===== config.mk =====
export PLATFORM = sky130hd
export DESIGN_NAME = lq_agen_cs_pipe_flat
export DESIGN_NICKNAME = d
export VERILOG_FILES = /design/src/rtl/lq_agen_cs_pipe_if.sv /design/src/rtl/lq_agen_cs_pipe.sv /design/src/flat_wrapper.sv
export SDC_FILE = /design/constraint.sdc
export NUM_CORES = 1
export LEC_CHECK = 0
export CAP_MARGIN = 20
export CORE_MARGIN = 1.5
export CORE_UTILIZATION = 54
export DETAILED_ROUTE_END_ITERATION = 6
export GPL_TIMING_DRIVEN = 1
export PLACE_DENSITY = 0.81
export SETUP_SLACK_MARGIN = 0.2
export SYNTH_ARGS = -nofsm -noshare
export SYNTH_HDL_FRONTEND = slang
export SYNTH_SLANG_ARGS = --single-unit
export TNS_END_PERCENT = 20

===== constraint.sdc =====
create_clock -name nclk -period 2.8 [get_ports nclk]
set_input_delay 0.56 -clock nclk [delete_from_list [all_inputs] [get_ports nclk]]
set_output_delay 0.56 -clock nclk [all_outputs]
set_load 0.05 [all_outputs]

===== src/rtl/lq_agen_cs_pipe_if.sv =====
// Handshake and operand/result bundle for the lq_agen_cs_pipe address adder.
// Optional page_xing result bit is present only with LQ_AGEN_PAGE_XING_EN.
interface lq_agen_cs_pipe_if #(
    parameter int WIDTH = 64
);
    logic             in_val;
    logic             in_rdy;
    logic [0:WIDTH-1] rs_a;
    logic [0:WIDTH-1] rs_b;
    logic             ci;
    logic             mode32;
    logic             out_val;
    logic             out_rdy;
    logic [0:WIDTH-1] sum;
    logic             co;
`ifdef LQ_AGEN_PAGE_XING_EN
    logic             page_xing;
`endif

    modport master (
        output in_val, rs_a, rs_b, ci, mode32, out_rdy,
`ifdef LQ_AGEN_PAGE_XING_EN
        input  page_xing,
`endif
        input  in_rdy, out_val, sum, co
    );

    modport slave (
        input  in_val, rs_a, rs_b, ci, mode32, out_rdy,
`ifdef LQ_AGEN_PAGE_XING_EN
        output page_xing,
`endif
        output in_rdy, out_val, sum, co
    );
endinterface


===== src/rtl/lq_agen_cs_pipe.sv =====
// Two-stage carry-select effective-address adder with valid/ready flow control.
// Optional 4 KB page-crossing flag enabled by defining LQ_AGEN_PAGE_XING_EN.
module lq_agen_cs_pipe #(
    parameter int WIDTH = 64,
    parameter int SEG   = 8
) (
    input logic              nclk,
    input logic              rst_b,
    lq_agen_cs_pipe_if.slave bus
);
    localparam int NSEG = WIDTH / SEG;
    // 32-bit mode needs the bit-31/32 boundary to fall between segments.
    localparam bit MODE32_EN = (WIDTH == 64) && ((32 % SEG) == 0);
    localparam int BSEG = MODE32_EN ? (32 / SEG - 1) : 0;

    logic                     w_s1_adv;
    logic                     w_s2_adv;
    logic [NSEG-1:0][SEG-1:0] w_s0;
    logic [NSEG-1:0][SEG-1:0] w_s1;
    logic [NSEG-1:0]          w_c0;
    logic [NSEG-1:0]          w_c1;

    logic                     r_s1_val;
    logic [NSEG-1:0][SEG-1:0] r_s0;
    logic [NSEG-1:0][SEG-1:0] r_s1;
    logic [NSEG-1:0]          r_c0;
    logic [NSEG-1:0]          r_c1;
    logic                     r_ci;
    logic                     r_mode32;

    logic [0:WIDTH-1]         w_sum;
    logic                     w_co;
    logic                     w_carry;
    logic                     w_co32;

    logic                     r_out_val;
    logic [0:WIDTH-1]         r_sum;
    logic                     r_co;

    assign w_s2_adv   = !r_out_val || bus.out_rdy;
    assign w_s1_adv   = !r_s1_val || w_s2_adv;
    assign bus.in_rdy = w_s1_adv;

    always_comb begin
        w_s0 = '0;
        w_s1 = '0;
        w_c0 = '0;
        w_c1 = '0;
        for (int k = 0; k < NSEG; k++) begin
            {w_c0[k], w_s0[k]} = {1'b0, bus.rs_a[k*SEG +: SEG]} + {1'b0, bus.rs_b[k*SEG +: SEG]};
            {w_c1[k], w_s1[k]} = {1'b0, bus.rs_a[k*SEG +: SEG]} + {1'b0, bus.rs_b[k*SEG +: SEG]}
                               + {{SEG{1'b0}}, 1'b1};
        end
    end

    always_ff @(posedge nclk or negedge rst_b) begin
        if (!rst_b) begin
            r_s1_val <= 1'b0;
            r_s0     <= '0;
            r_s1     <= '0;
            r_c0     <= '0;
            r_c1     <= '0;
            r_ci     <= 1'b0;
            r_mode32 <= 1'b0;
        end else if (w_s1_adv) begin
            r_s1_val <= bus.in_val;
            if (bus.in_val) begin
                r_s0     <= w_s0;
                r_s1     <= w_s1;
                r_c0     <= w_c0;
                r_c1     <= w_c1;
                r_ci     <= bus.ci;
                r_mode32 <= bus.mode32;
            end
        end
    end

    // Ripple the segment carries from the LSB segment upward, cutting at bit 31 in 32-bit mode.
    always_comb begin
        w_carry = r_ci;
        w_co32  = 1'b0;
        w_sum   = '0;
        for (int k = NSEG - 1; k >= 0; k--) begin
            if (MODE32_EN && r_mode32 && k == BSEG) begin
                w_co32  = w_carry;
                w_carry = 1'b0;
            end
            if (MODE32_EN && r_mode32 && k <= BSEG)
                w_sum[k*SEG +: SEG] = '0;
            else
                w_sum[k*SEG +: SEG] = w_carry ? r_s1[k] : r_s0[k];
            w_carry = w_carry ? r_c1[k] : r_c0[k];
        end
        w_co = (MODE32_EN && r_mode32) ? w_co32 : w_carry;
    end

    always_ff @(posedge nclk or negedge rst_b) begin
        if (!rst_b) begin
            r_out_val <= 1'b0;
            r_sum     <= '0;
            r_co      <= 1'b0;
        end else if (w_s2_adv) begin
            r_out_val <= r_s1_val;
            if (r_s1_val) begin
                r_sum <= w_sum;
                r_co  <= w_co;
            end
        end
    end

    assign bus.out_val = r_out_val;
    assign bus.sum     = r_sum;
    assign bus.co      = r_co;

`ifdef LQ_AGEN_PAGE_XING_EN
    // Carry into bit WIDTH-13 recovered as a^b^sum at that bit.
    logic r_pp;
    logic r_page;

    always_ff @(posedge nclk or negedge rst_b) begin
        if (!rst_b)
            r_pp <= 1'b0;
        else if (w_s1_adv && bus.in_val)
            r_pp <= bus.rs_a[WIDTH-13] ^ bus.rs_b[WIDTH-13];
    end

    always_ff @(posedge nclk or negedge rst_b) begin
        if (!rst_b)
            r_page <= 1'b0;
        else if (w_s2_adv && r_s1_val)
            r_page <= r_pp ^ w_sum[WIDTH-13];
    end

    assign bus.page_xing = r_page;
`endif
endmodule

===== src/flat_wrapper.sv =====
// flat-port wrapper written by rule: the top's interface ports become plain ports
module lq_agen_cs_pipe_flat 
#(
    parameter int WIDTH = 64,
    parameter int SEG   = 8
)
  (nclk, rst_b, bus_in_val, bus_rs_a, bus_rs_b, bus_ci, bus_mode32, bus_out_rdy, bus_in_rdy, bus_out_val, bus_sum, bus_co);
  lq_agen_cs_pipe_if #(.WIDTH(WIDTH)) bus_i ();
  input logic nclk;
  input logic rst_b;
  input wire logic [$bits(bus_i.in_val)-1:0] bus_in_val;
  input wire logic [$bits(bus_i.rs_a)-1:0] bus_rs_a;
  input wire logic [$bits(bus_i.rs_b)-1:0] bus_rs_b;
  input wire logic [$bits(bus_i.ci)-1:0] bus_ci;
  input wire logic [$bits(bus_i.mode32)-1:0] bus_mode32;
  input wire logic [$bits(bus_i.out_rdy)-1:0] bus_out_rdy;
  output wire logic [$bits(bus_i.in_rdy)-1:0] bus_in_rdy;
  output wire logic [$bits(bus_i.out_val)-1:0] bus_out_val;
  output wire logic [$bits(bus_i.sum)-1:0] bus_sum;
  output wire logic [$bits(bus_i.co)-1:0] bus_co;
  assign bus_i.in_val = bus_in_val;
  assign bus_i.rs_a = bus_rs_a;
  assign bus_i.rs_b = bus_rs_b;
  assign bus_i.ci = bus_ci;
  assign bus_i.mode32 = bus_mode32;
  assign bus_i.out_rdy = bus_out_rdy;
  assign bus_in_rdy = bus_i.in_rdy;
  assign bus_out_val = bus_i.out_val;
  assign bus_sum = bus_i.sum;
  assign bus_co = bus_i.co;
  lq_agen_cs_pipe #(.WIDTH(WIDTH), .SEG(SEG)) u_core (.nclk(nclk), .rst_b(rst_b), .bus(bus_i));
endmodule

== Word-level counts from Yosys, hierarchy flattened ==
Index checks and enable logic that the tools add are counted.
W data, S select, Z words.

* Add/subtract/negate cells: 16
* Mux-type cells: 22
* Reduce and logical (&&, ||, !) cells: 6

{| class="wikitable"
|+ Operator list
! operator !! count
|-
| $mux W8 || 12
|-
| $add A8 B8 Y9 || 8
|-
| $add A9 B1 Y9 const B || 8
|-
| $mux W1 || 10
|-
| $reduce_and A2 Y1 || 2
|-
| $logic_not A1 Y1 || 2
|-
| $logic_or A1 B1 Y1 || 2
|}

* Flip-flop bits (word level): 213
* Bits of input ports: 134
* Word-level logic and storage cells: 68

== Longest topological paths before layout ==
Gate-level depths: netlist of the first run.

* Word-level depth: 10
* Depth in mapped cells: 10
* Depth with buffers taken out: 10

== Worst setup path after synthesis of the first run ==
No wires, ideal clock.

* Path type: in2reg
* From: input bus_rs_b[32]
* To: register u_core.r_c1[3]
* Setup time: 135 ps
* Arrival: 2468 ps
* Path slack: 197 ps
* Stages on the path: 9
* Cell sequence: ha_1 > fa_1 > a21o_1 > nand3_1 > a31oi_1 > a311oi_1 > nor4b_1 > xor2_1 > o21ai_0

* Word-level cells in the longest chain between the ends: 2

{| class="wikitable"
|+ RTL lines
! item !! line !! source
|-
| start, declared || flat_wrapper.sv:13 || <nowiki>input wire logic [$bits(bus_i.rs_b)-1:0] bus_rs_b;</nowiki>
|-
| $add A8 B8 Y9 || lq_agen_cs_pipe.sv:51 || <nowiki>{w_c1[k], w_s1[k]} = {1'b0, bus.rs_a[k*SEG +: SEG]} + {1'b0, bus.rs_b[k*SEG +: SEG]}</nowiki>
|-
| $add A9 B1 Y9 || lq_agen_cs_pipe.sv:52 || <nowiki>+ {{SEG{1'b0}}, 1'b1};</nowiki>
|-
| end signal, assigned || lq_agen_cs_pipe.sv:71 || <nowiki>r_c1 <= w_c1;</nowiki>
|-
| end, declared || lq_agen_cs_pipe.sv:27 || <nowiki>logic [NSEG-1:0] r_c1;</nowiki>
|}

Every way passes these cells.
A chain may end at the register's enable or synchronous reset.

== Worst setup path after layout of the first run ==
* From: input bus_rs_b[17]
* To: register u_core.r_s1[47] in the netlist's numbering

* Word-level cells in the longest chain between the ends: 2

{| class="wikitable"
|+ RTL lines
! item !! line !! source
|-
| $add A8 B8 Y9 || lq_agen_cs_pipe.sv:51 ||
|-
| $add A9 B1 Y9 || lq_agen_cs_pipe.sv:52 ||
|-
| end signal, assigned || lq_agen_cs_pipe.sv:69 || <nowiki>r_s1 <= w_s1;</nowiki>
|-
| end, declared || lq_agen_cs_pipe.sv:25 || <nowiki>logic [NSEG-1:0][SEG-1:0] r_s1;</nowiki>
|}

Every way passes these cells.

==> results of run 1 <==
cells by family after synthesis:
family	after synthesis	share of synthesized area, %
adders and majority gates	80	8.67
muxes	75	6.55
xor gates and xnor gates	62	4.44
DFF	213	43.5
AOI/OAI and AO/OA	298	15.2
buffers and inverters	79	2.55
and+or+nand+nor	547	19.1
area by class of cell:
type,instances,area [um2],share of cell area [%]
well taps,280,350,2.11
inverters,29,109,0.656
flip-flops and latches,213,5330,32.1
clock buffers,27,621,3.74
clock inverters,13,145,0.874
repair buffers,352,3260,19.6
multi-input cells,1062,6790,40.9
sequential cells by signal, summed over array words and instances, names as in the netlist:
signal and count:
u_core.bus.sum 64, u_core.r_mode32 1, u_core.r_s1 64, u_core.r_c1 8, u_core.r_ci 1, u_core.r_s0 64, u_core.bus.co 1, u_core.r_s1_val 1
u_core.bus.out_val 1, u_core.r_c0 8
cells in the mapped netlist, types with 5 or more instances:
cell type / count / share of area (%)
nor3_1: 8 / 0.33
fa_1: 8 / 1.3
nand3_1: 25 / 1.0
nand2_1: 376 / 12
o31ai_1: 10 / 0.61
a21o_1: 18 / 1.1
clkbuf_1: 46 / 1.4
o21ai_0: 126 / 5.2
o21ai_1: 31 / 1.3
a211o_1: 12 / 0.86
o31a_1: 5 / 0.36
and2_1: 9 / 0.46
a21oi_1: 22 / 0.90
mux2i_1: 70 / 5.7
dfrtp_1: 213 / 44
nor3b_1: 8 / 0.49
xnor2_1: 27 / 1.9
nand4_1: 10 / 0.51
and3_1: 15 / 0.77
nor4b_1: 6 / 0.43
o21a_1: 21 / 1.3
nor2b_1: 13 / 0.66
xor2_1: 35 / 2.5
ha_1: 72 / 7.4
nor2_1: 59 / 1.8
inv_1: 29 / 0.89
a211oi_1: 24 / 1.5
routing by layer:
layer  GRT usage, %  up-vias  wire, um
li1               -     5348         -
met1           30.9     5181     12200
met2           47.3      256     15700
met3           3.07       40      1250
met4           4.85        0       504
met5              0        -         0
what timing repair did:
item	in CTS	in global routing
gates resized for setup	0	37
setup endpoints to repair	0	30
setup buffers	0	4
worst paths after layout:
path / to / startpoint / depth (start not counted) / slack [ps]
setup / recovery: u_core.r_s1[47] / bus_rs_b[17] / 9 / 220
hold / removal: u_core.bus.sum[43] / rst_b / 1 / 80
setup reg to reg: u_core.bus.sum[15] / u_core.r_ci / 8 / 340
hold reg to reg: u_core.r_s0[56] / u_core.r_s0[56] / 2 / 470
max in group asynchronous: u_core.r_s1_val / rst_b / 2 / 1980
min in group nclk: u_core.r_s0[56] / u_core.r_s0[56] / 2 / 470
power breakdown:
group	switching [mW]	internal [mW]	total, mW
registers	0.468	3.81	4.28
clock network	1.19	1.85	3.04
logic	2.81	2.01	4.82
per-stage QoR:
stage	utilization, %	setup WS [ps]	total power, mW	std cells	setup TNS, ps
6_report	75.4	220	12.1	1976	0
5_1_grt	75.4	104	12.8	1976	0
3_5_place_dp	70.9	-311	9.04	1932	-5820
3_3_place_gp	70.9	-220	8.89	1932	-3400
2_1_floorplan	-	197	7.18	1354	0
4_1_cts	74.4	246	12.1	1972	0
worst register-to-register path, cell delays in order, from the launching register on:
cell	delay (ps)
dfrtp_1	370
mux2i_2	350
buf_4	210
a21o_1	100
nand3_2	100
o21ai_4	300
mux2i_4	520
mux2i_1	290
o21ai_1	90
==> run summary, run 1 <==
The flow ran to the end, and the final reports show no timing, DRC or antenna violations. On the final layout, the worst clock skew is 12.6 ps. The slowest stage of the critical path belongs to the cell clkdlybuf4s50_1.

The global-route wire length before repair was 49,600 um; the total overflow reported by the global router was 0. The kind of critical path is input pin to flip-flop. The insertion delay to the later sink of the worst-skew pair is 500 ps, and the transition at the pin with the smallest max-transition slack is 746 ps. The number of nets in the layout was 1,894; the share of the yosys chip area belonging to registers was 43.5%. Once detailed placement completed, the half-perimeter wirelength came to 21,700 um. The power per cell area came out at 731 mW/mm2. The clock slew at the register clock pins of the worst setup and hold paths works out to 60 ps. Routability-driven placement finished with a final weighted congestion of 0.874. In this design, the stage delay of the slowest critical-path cell is 470 ps. When the netlist entered floorplanning its net count stood at 1,568. Hold is met by 78.7 ps.

Clock tree synthesis selected as its root buffer the cell clkbuf_16. The logs give 0.0220 mm2 for the placeable core area and 0 for the number of inserted diodes. The count of different cell masters after synthesis was 53.

The worst-case IR drop observed on VDD is 607 uV. The number of iterations in the first detailed-routing pass is 5. The critical-path maximum fanout was 4. Derived from the worst setup path, the maximum achievable clock frequency is 388 MHz. The tools report the number of hold buffers added after cts as 0. Die height: 154 um. The tools report the critical path data arrival time as 2990 ps.

The logs give 25.1% for the combined global-route utilization of all metal layers and 1,354 for the instance count of the mapped netlist. TritonCTS built the clock tree. The library cell used most frequently in the layout, excluding fill and tap cells, is nand2_1.

The signal on the critical path passes through clkdlybuf4s50_1 -> ha_1 -> a211o_1 -> a211o_1 -> a21o_1 -> a211oi_4 -> nor2_1 -> xor2_1 -> o21ai_0. The worst path uses 92.1% of the clock period. For this run, asynchronously set or reset flops after synthesis account for 100%. The via count normalized by instance count is 5.48.

Of the cells placed in the final design, the portion with a size suffix greater than 1 is 13.9%. The detailed-route DRC error count came out at 0. The average footprint of a synthesized cell is 9.04 um2.

After detailed routing, the average wire length per cell comes to 15.0 um. The netlist area before placement came out at 0.0122 mm2. The number of port buffers was 200. The layout has 1,546 filler cells. The tool flagged a number of max-cap violations equal to 0. The number of global-route vias before repair was 10,600; the number of storage elements in the synthesis netlist was 213.

The tools report the overall die area as 0.0236 mm2. Among the stages of the critical path, the cell type that occurs most often is a211o_1. The kind of end point of the critical path was a flip-flop. For the final-report hold violation count, the log shows 0. Entering global routing, the biggest net connects 80 pins. In this run the tightest slew margin relative to its limit is 50.2%. Setup repair after global routing could not meet its margin everywhere. For this configuration, the core starts out at a cell density of 55.6%. Number of max-slew violations in the final report: 0. Total number of placement rows: 54. In this run the count of I/O pins placed on the die edge is 201. The number of buffers and inverters on the critical path is 1, and the count of synthesis-stage warnings from yosys is 0. The total non-filler cell area in the finished layout is 0.0166 mm2, and the horizontal die dimension is 154 um.

Total number of vias: 10,800. After the first detailed-routing iteration, the DRC count stood at 588. The buffer depth of the longest clock path was 3; the area growth from synthesis to layout was 35.6%. For the leakage power, the log shows 7.93 nW. Most used flip-flop cell after synthesis: dfrtp_1. The cell family contributing the most delay on the critical path is compound AO/OA/AOI/OAI gates. The run gives 0 as the initial antenna violation count. The final layout contains routed wiring with a total length of 29,700 um. The time the final worst path needs with I/O delays and setup works out to 2580 ps.

The type of origin of the critical path is an input pin. Buffers inserted during clock tree synthesis total 22. The logs give 1 for the H-tree depth and 0 for the final-report setup violation count. Once detail routing completed, the nets flagged for antenna violations numbered 0. In the layout the commonest cells are nand2_1, dfrtp_1, clkdlybuf4s50_1. Data on the critical path is required at its endpoint by 3210 ps. Placed cell area: 0.0156 mm2. The class of the most critical hold timing path was input pin to async pin. The synthesized design contains 0 enable-type register cells. For this design, the sink count on the clock tree is 213.
(Power assumes the default switching activity.)
==> inputs of run 2 (changes only) <==
--- a/config.mk
+++ b/config.mk
@@ -7,10 +7,12 @@
 export LEC_CHECK = 0
 export CAP_MARGIN = 20
 export CORE_MARGIN = 1.5
-export CORE_UTILIZATION = 54
+export CORE_UTILIZATION = 60
+export CTS_BUF_LIST = sky130_fd_sc_hd__clkbuf_4
+export CTS_CLUSTER_DIAMETER = 50
 export DETAILED_ROUTE_END_ITERATION = 6
 export GPL_TIMING_DRIVEN = 1
-export PLACE_DENSITY = 0.81
+export PLACE_DENSITY = 0.88
 export SETUP_SLACK_MARGIN = 0.2
 export SYNTH_ARGS = -nofsm -noshare
 export SYNTH_HDL_FRONTEND = slang
==> constraint.sdc (replaced) <==
create_clock -name nclk -period 3.1 [get_ports nclk]
set_input_delay 0.62 -clock nclk [delete_from_list [all_inputs] [get_ports nclk]]
set_output_delay 0.62 -clock nclk [all_outputs]
set_load 0.05 [all_outputs]
==> run 2 against run 1 <==
Clock-buffer cell count grew 43. Register-to-register slack gained 110 ps. Non-clock buffer count shrank 79. Hold slack gained 400 ps. Clock skew grew 33 ps. Cell count shrank 2.3%. First-iteration DRC count shrank 15%. Final area shrank 5.9%. Via count shrank 1.3%. Clock power shrank 28%. Critical path type is now flip-flop to flip-flop. Die area shrank 9.8%. Routed wire length shrank 3.2%.
==> run summary, run 2 (same netlist as run 1, synthesis figures left out) <==
The flow ran to the end, and the final reports show no timing, DRC or antenna violations. The number of top-level pins is 201 (unchanged). The setup TNS after final layout came out at 0 ps (unchanged). Family with the most delay on the worst path: multiplexers (was compound AO/OA/AOI/OAI gates). The tools report the total number of placement rows as 52 (was 54). The kind of end point of the critical path is a flip-flop (unchanged). For the final core utilization, the log shows 77.7% (was 75.4%).

The tools report the global-route wire length before repair as 48,700 um (was 49,600 um). The number of buffers inserted to repair setup after CTS is 0 (unchanged). Leading cell types in the layout, fill and taps excluded: nand2_1, dfrtp_1, clkdlybuf4s50_1 (unchanged).

The run gives 1 (was 0) as the number of hold buffers added after cts. The power per cell area came out at 649 mW/mm2 (was 731 mW/mm2). For the filler cell count in the final layout, the log shows 1,338 (was 1,546). The final cell count without fillers is 1,930 (was 1,976), and the fraction of layout cells with a size suffix above 1 is 9.76% (was 13.9%). The final weighted congestion in routability-driven placement came out at 0.834 (was 0.874). The placed cell area is 0.0150 mm2 (was 0.0156 mm2), and the detailed-route DRC error count is 0 (unchanged). The initial detailed-routing violation count is 501 (was 588), and the critical path required time is 3590 ps (was 3210 ps). The tools report the CTS root buffer as clkbuf_4 (was clkbuf_16). The logs give 10.1 mW (was 12.1 mW) for the overall power of the completed layout and 0 (unchanged) for the final-report setup violation count.

H-tree depth: 2 (was 1). The sum of net half-perimeters after detailed placement was 20,600 um (was 21,700 um); the maximum operating frequency was 377 MHz. The number of port buffers was 200 (unchanged); the count of antenna-violating nets left after detailed routing was 0 (unchanged). The average wire per cell in the routed design is 14.9 um (was 15.0 um), and the time the final worst path needs with I/O delays and setup is 2650 ps. The combined global-route utilization of all metal layers is 27.5% (was 25.1%).

The buffer depth of the longest clock path was 3 (unchanged); the number of max-slew violations in the final report was 0 (unchanged). The die height is 146 um (was 154 um). The critical-path maximum fanout works out to 8 (was 4). The number of cells after detailed placement is 1,846 (was 1,932). The most common cell after layout, fill and taps aside was nand2_1 (unchanged). The run gives 213 (unchanged) as the total number of clock tree sinks. The transition at the pin with the smallest max-transition slack is 736 ps (was 746 ps). TritonCTS built the clock tree. The number of buffers and inverters on the critical path is 0 (was 1). The TritonCTS buffer count is 53 (was 22).

The cell type of the slowest stage on the worst timing path was mux2i_4 (was clkdlybuf4s50_1). The count of max-cap constraint violations came out at 0 (unchanged). The tools report the total number of vias as 10,700 (was 10,800). Total non-filler cell area in the finished layout: 0.0156 mm2 (was 0.0166 mm2). The area growth from synthesis to layout was 27.7% (was 35.6%). Dividing the final minimum period by the clock period gives 85.5%. Setup repair after global routing left no endpoint under its margin. The critical path data arrival time came out at 3140 ps (was 2990 ps). The worst slack after detailed placement was -153 ps (was -311 ps); the headroom to the max-slew limit was 50.5% (was 50.2%). The clock slew at the register clock pins of the worst setup and hold paths is 70 ps (was 60 ps), and the horizontal die dimension is 146 um (was 154 um). The tools report the type of origin of the critical path as a flip-flop (was an input pin). Class of the most critical hold timing path: flip-flop to flip-flop (was input pin to async pin).

Initial antenna violation count: 1 (was 0). The logs give 28,700 um (was 29,700 um) for the wire length after detailed routing and 0.0213 mm2 (was 0.0236 mm2) for the overall die area. The tools report the final-report hold violation count as 0 (unchanged). The final clock skew was 45.1 ps (was 12.6 ps); the maximum vdd drop was 579 uV (was 607 uV).

Placeable core area: 0.0201 mm2 (was 0.0220 mm2). List of cells traversed by the critical path: mux2i_2 -> or4b_1 -> o211ai_2 -> o21ai_4 -> mux2i_4 -> mux2i_1 -> o21ai_1 (was clkdlybuf4s50_1 -> ha_1 -> a211o_1 -> a211o_1 -> a21o_1 -> a211oi_4 -> nor2_1 -> xor2_1 -> o21ai_0). The total overflow reported by the global router came out at 0 (unchanged). The tools report the pin count of the biggest net entering global routing as 73 (was 80).

The tools report the insertion delay to the later sink of the worst-skew pair as 650 ps (was 500 ps). The smallest setup slack after layout was 449 ps (was 220 ps); the number of iterations in the first detailed-routing pass was 5 (unchanged). The number of global-route vias before repair came out at 10,700 (was 10,600).

The logs give 7.48 nW (was 7.93 nW) for the leakage power and 60.9% (was 55.6%) for the initial core utilization. The via count normalized by instance count works out to 5.53 (was 5.48). Post-CTS resize count: 0 (unchanged). The biggest cell delay along the critical path was 520 ps (was 470 ps). The kind of critical path is flip-flop to flip-flop (was input pin to flip-flop). The logs give 475 ps (was 78.7 ps) for the final worst hold slack and 1,846 (was 1,894) for the number of nets in the layout.
run 2: cell count changes in the layout (fill, tap and decap cells not counted), sizes merged:
cell,before,now
buf,153,73
clkbuf,28,71
bufinv,3,1
clkinv,8,10
clkinvlp,2,0
diode,0,1
dlygate4sd3,0,1
inv,29,30
run 2: routing by layer:
metal	global-route usage [%]	routed length, um	vias to the layer above
met3	4.55	1450	49
met1	34.8	12300	5060
li1	-	-	5285
met5	0	0	-
met4	9.95	582	0
met2	47.6	14300	287
run 2: path summary, 6_finish.rpt:
check,from,to,slack (ps),depth (start not counted)
setup / recovery,u_core.r_ci,u_core.bus.sum[20],450,7
hold reg to reg,u_core.r_s0[42],u_core.r_s0[42],480,2
min in group asynchronous,rst_b,u_core.r_s0[43],550,2
hold / removal,u_core.r_s0[42],u_core.r_s0[42],480,2
max in group asynchronous,rst_b,u_core.r_s0[4],1780,3
setup reg to reg,u_core.r_ci,u_core.bus.sum[20],450,7
run 2: power breakdown:
part / switching [mW] / internal, mW
sequential: 0.415 / 3.44
combinational: 2.46 / 1.63
clock: 1.07 / 1.12
total: 3.95 / 6.19
run 2: area by class of cell:
class	count	area (um2)	share of cell area, %
timing repair buffer	273	2630	16.8
tap	270	338	2.16
multi-input combinational	1062	6620	42.4
antenna	1	2.50	0.0160
sequential	213	5330	34.1
clock inverter	12	72.6	0.464
clock buffer	70	526	3.36
inverter	29	109	0.697
run 2: worst min-delay path: stages (launching register included):
cell and delay [ps]:
dfrtp_1 340, nand2_1 50, nand2_1 50
==> inputs of run 3 (changes only) <==
--- a/config.mk
+++ b/config.mk
@@ -14,6 +14,7 @@
 export GPL_TIMING_DRIVEN = 1
 export PLACE_DENSITY = 0.88
 export SETUP_SLACK_MARGIN = 0.2
+export SLEW_MARGIN = 20
 export SYNTH_ARGS = -nofsm -noshare
 export SYNTH_HDL_FRONTEND = slang
 export SYNTH_SLANG_ARGS = --single-unit
==> results of run 3 <==
Same layout as run 2: the final DEF is identical, and so are final timing and power.
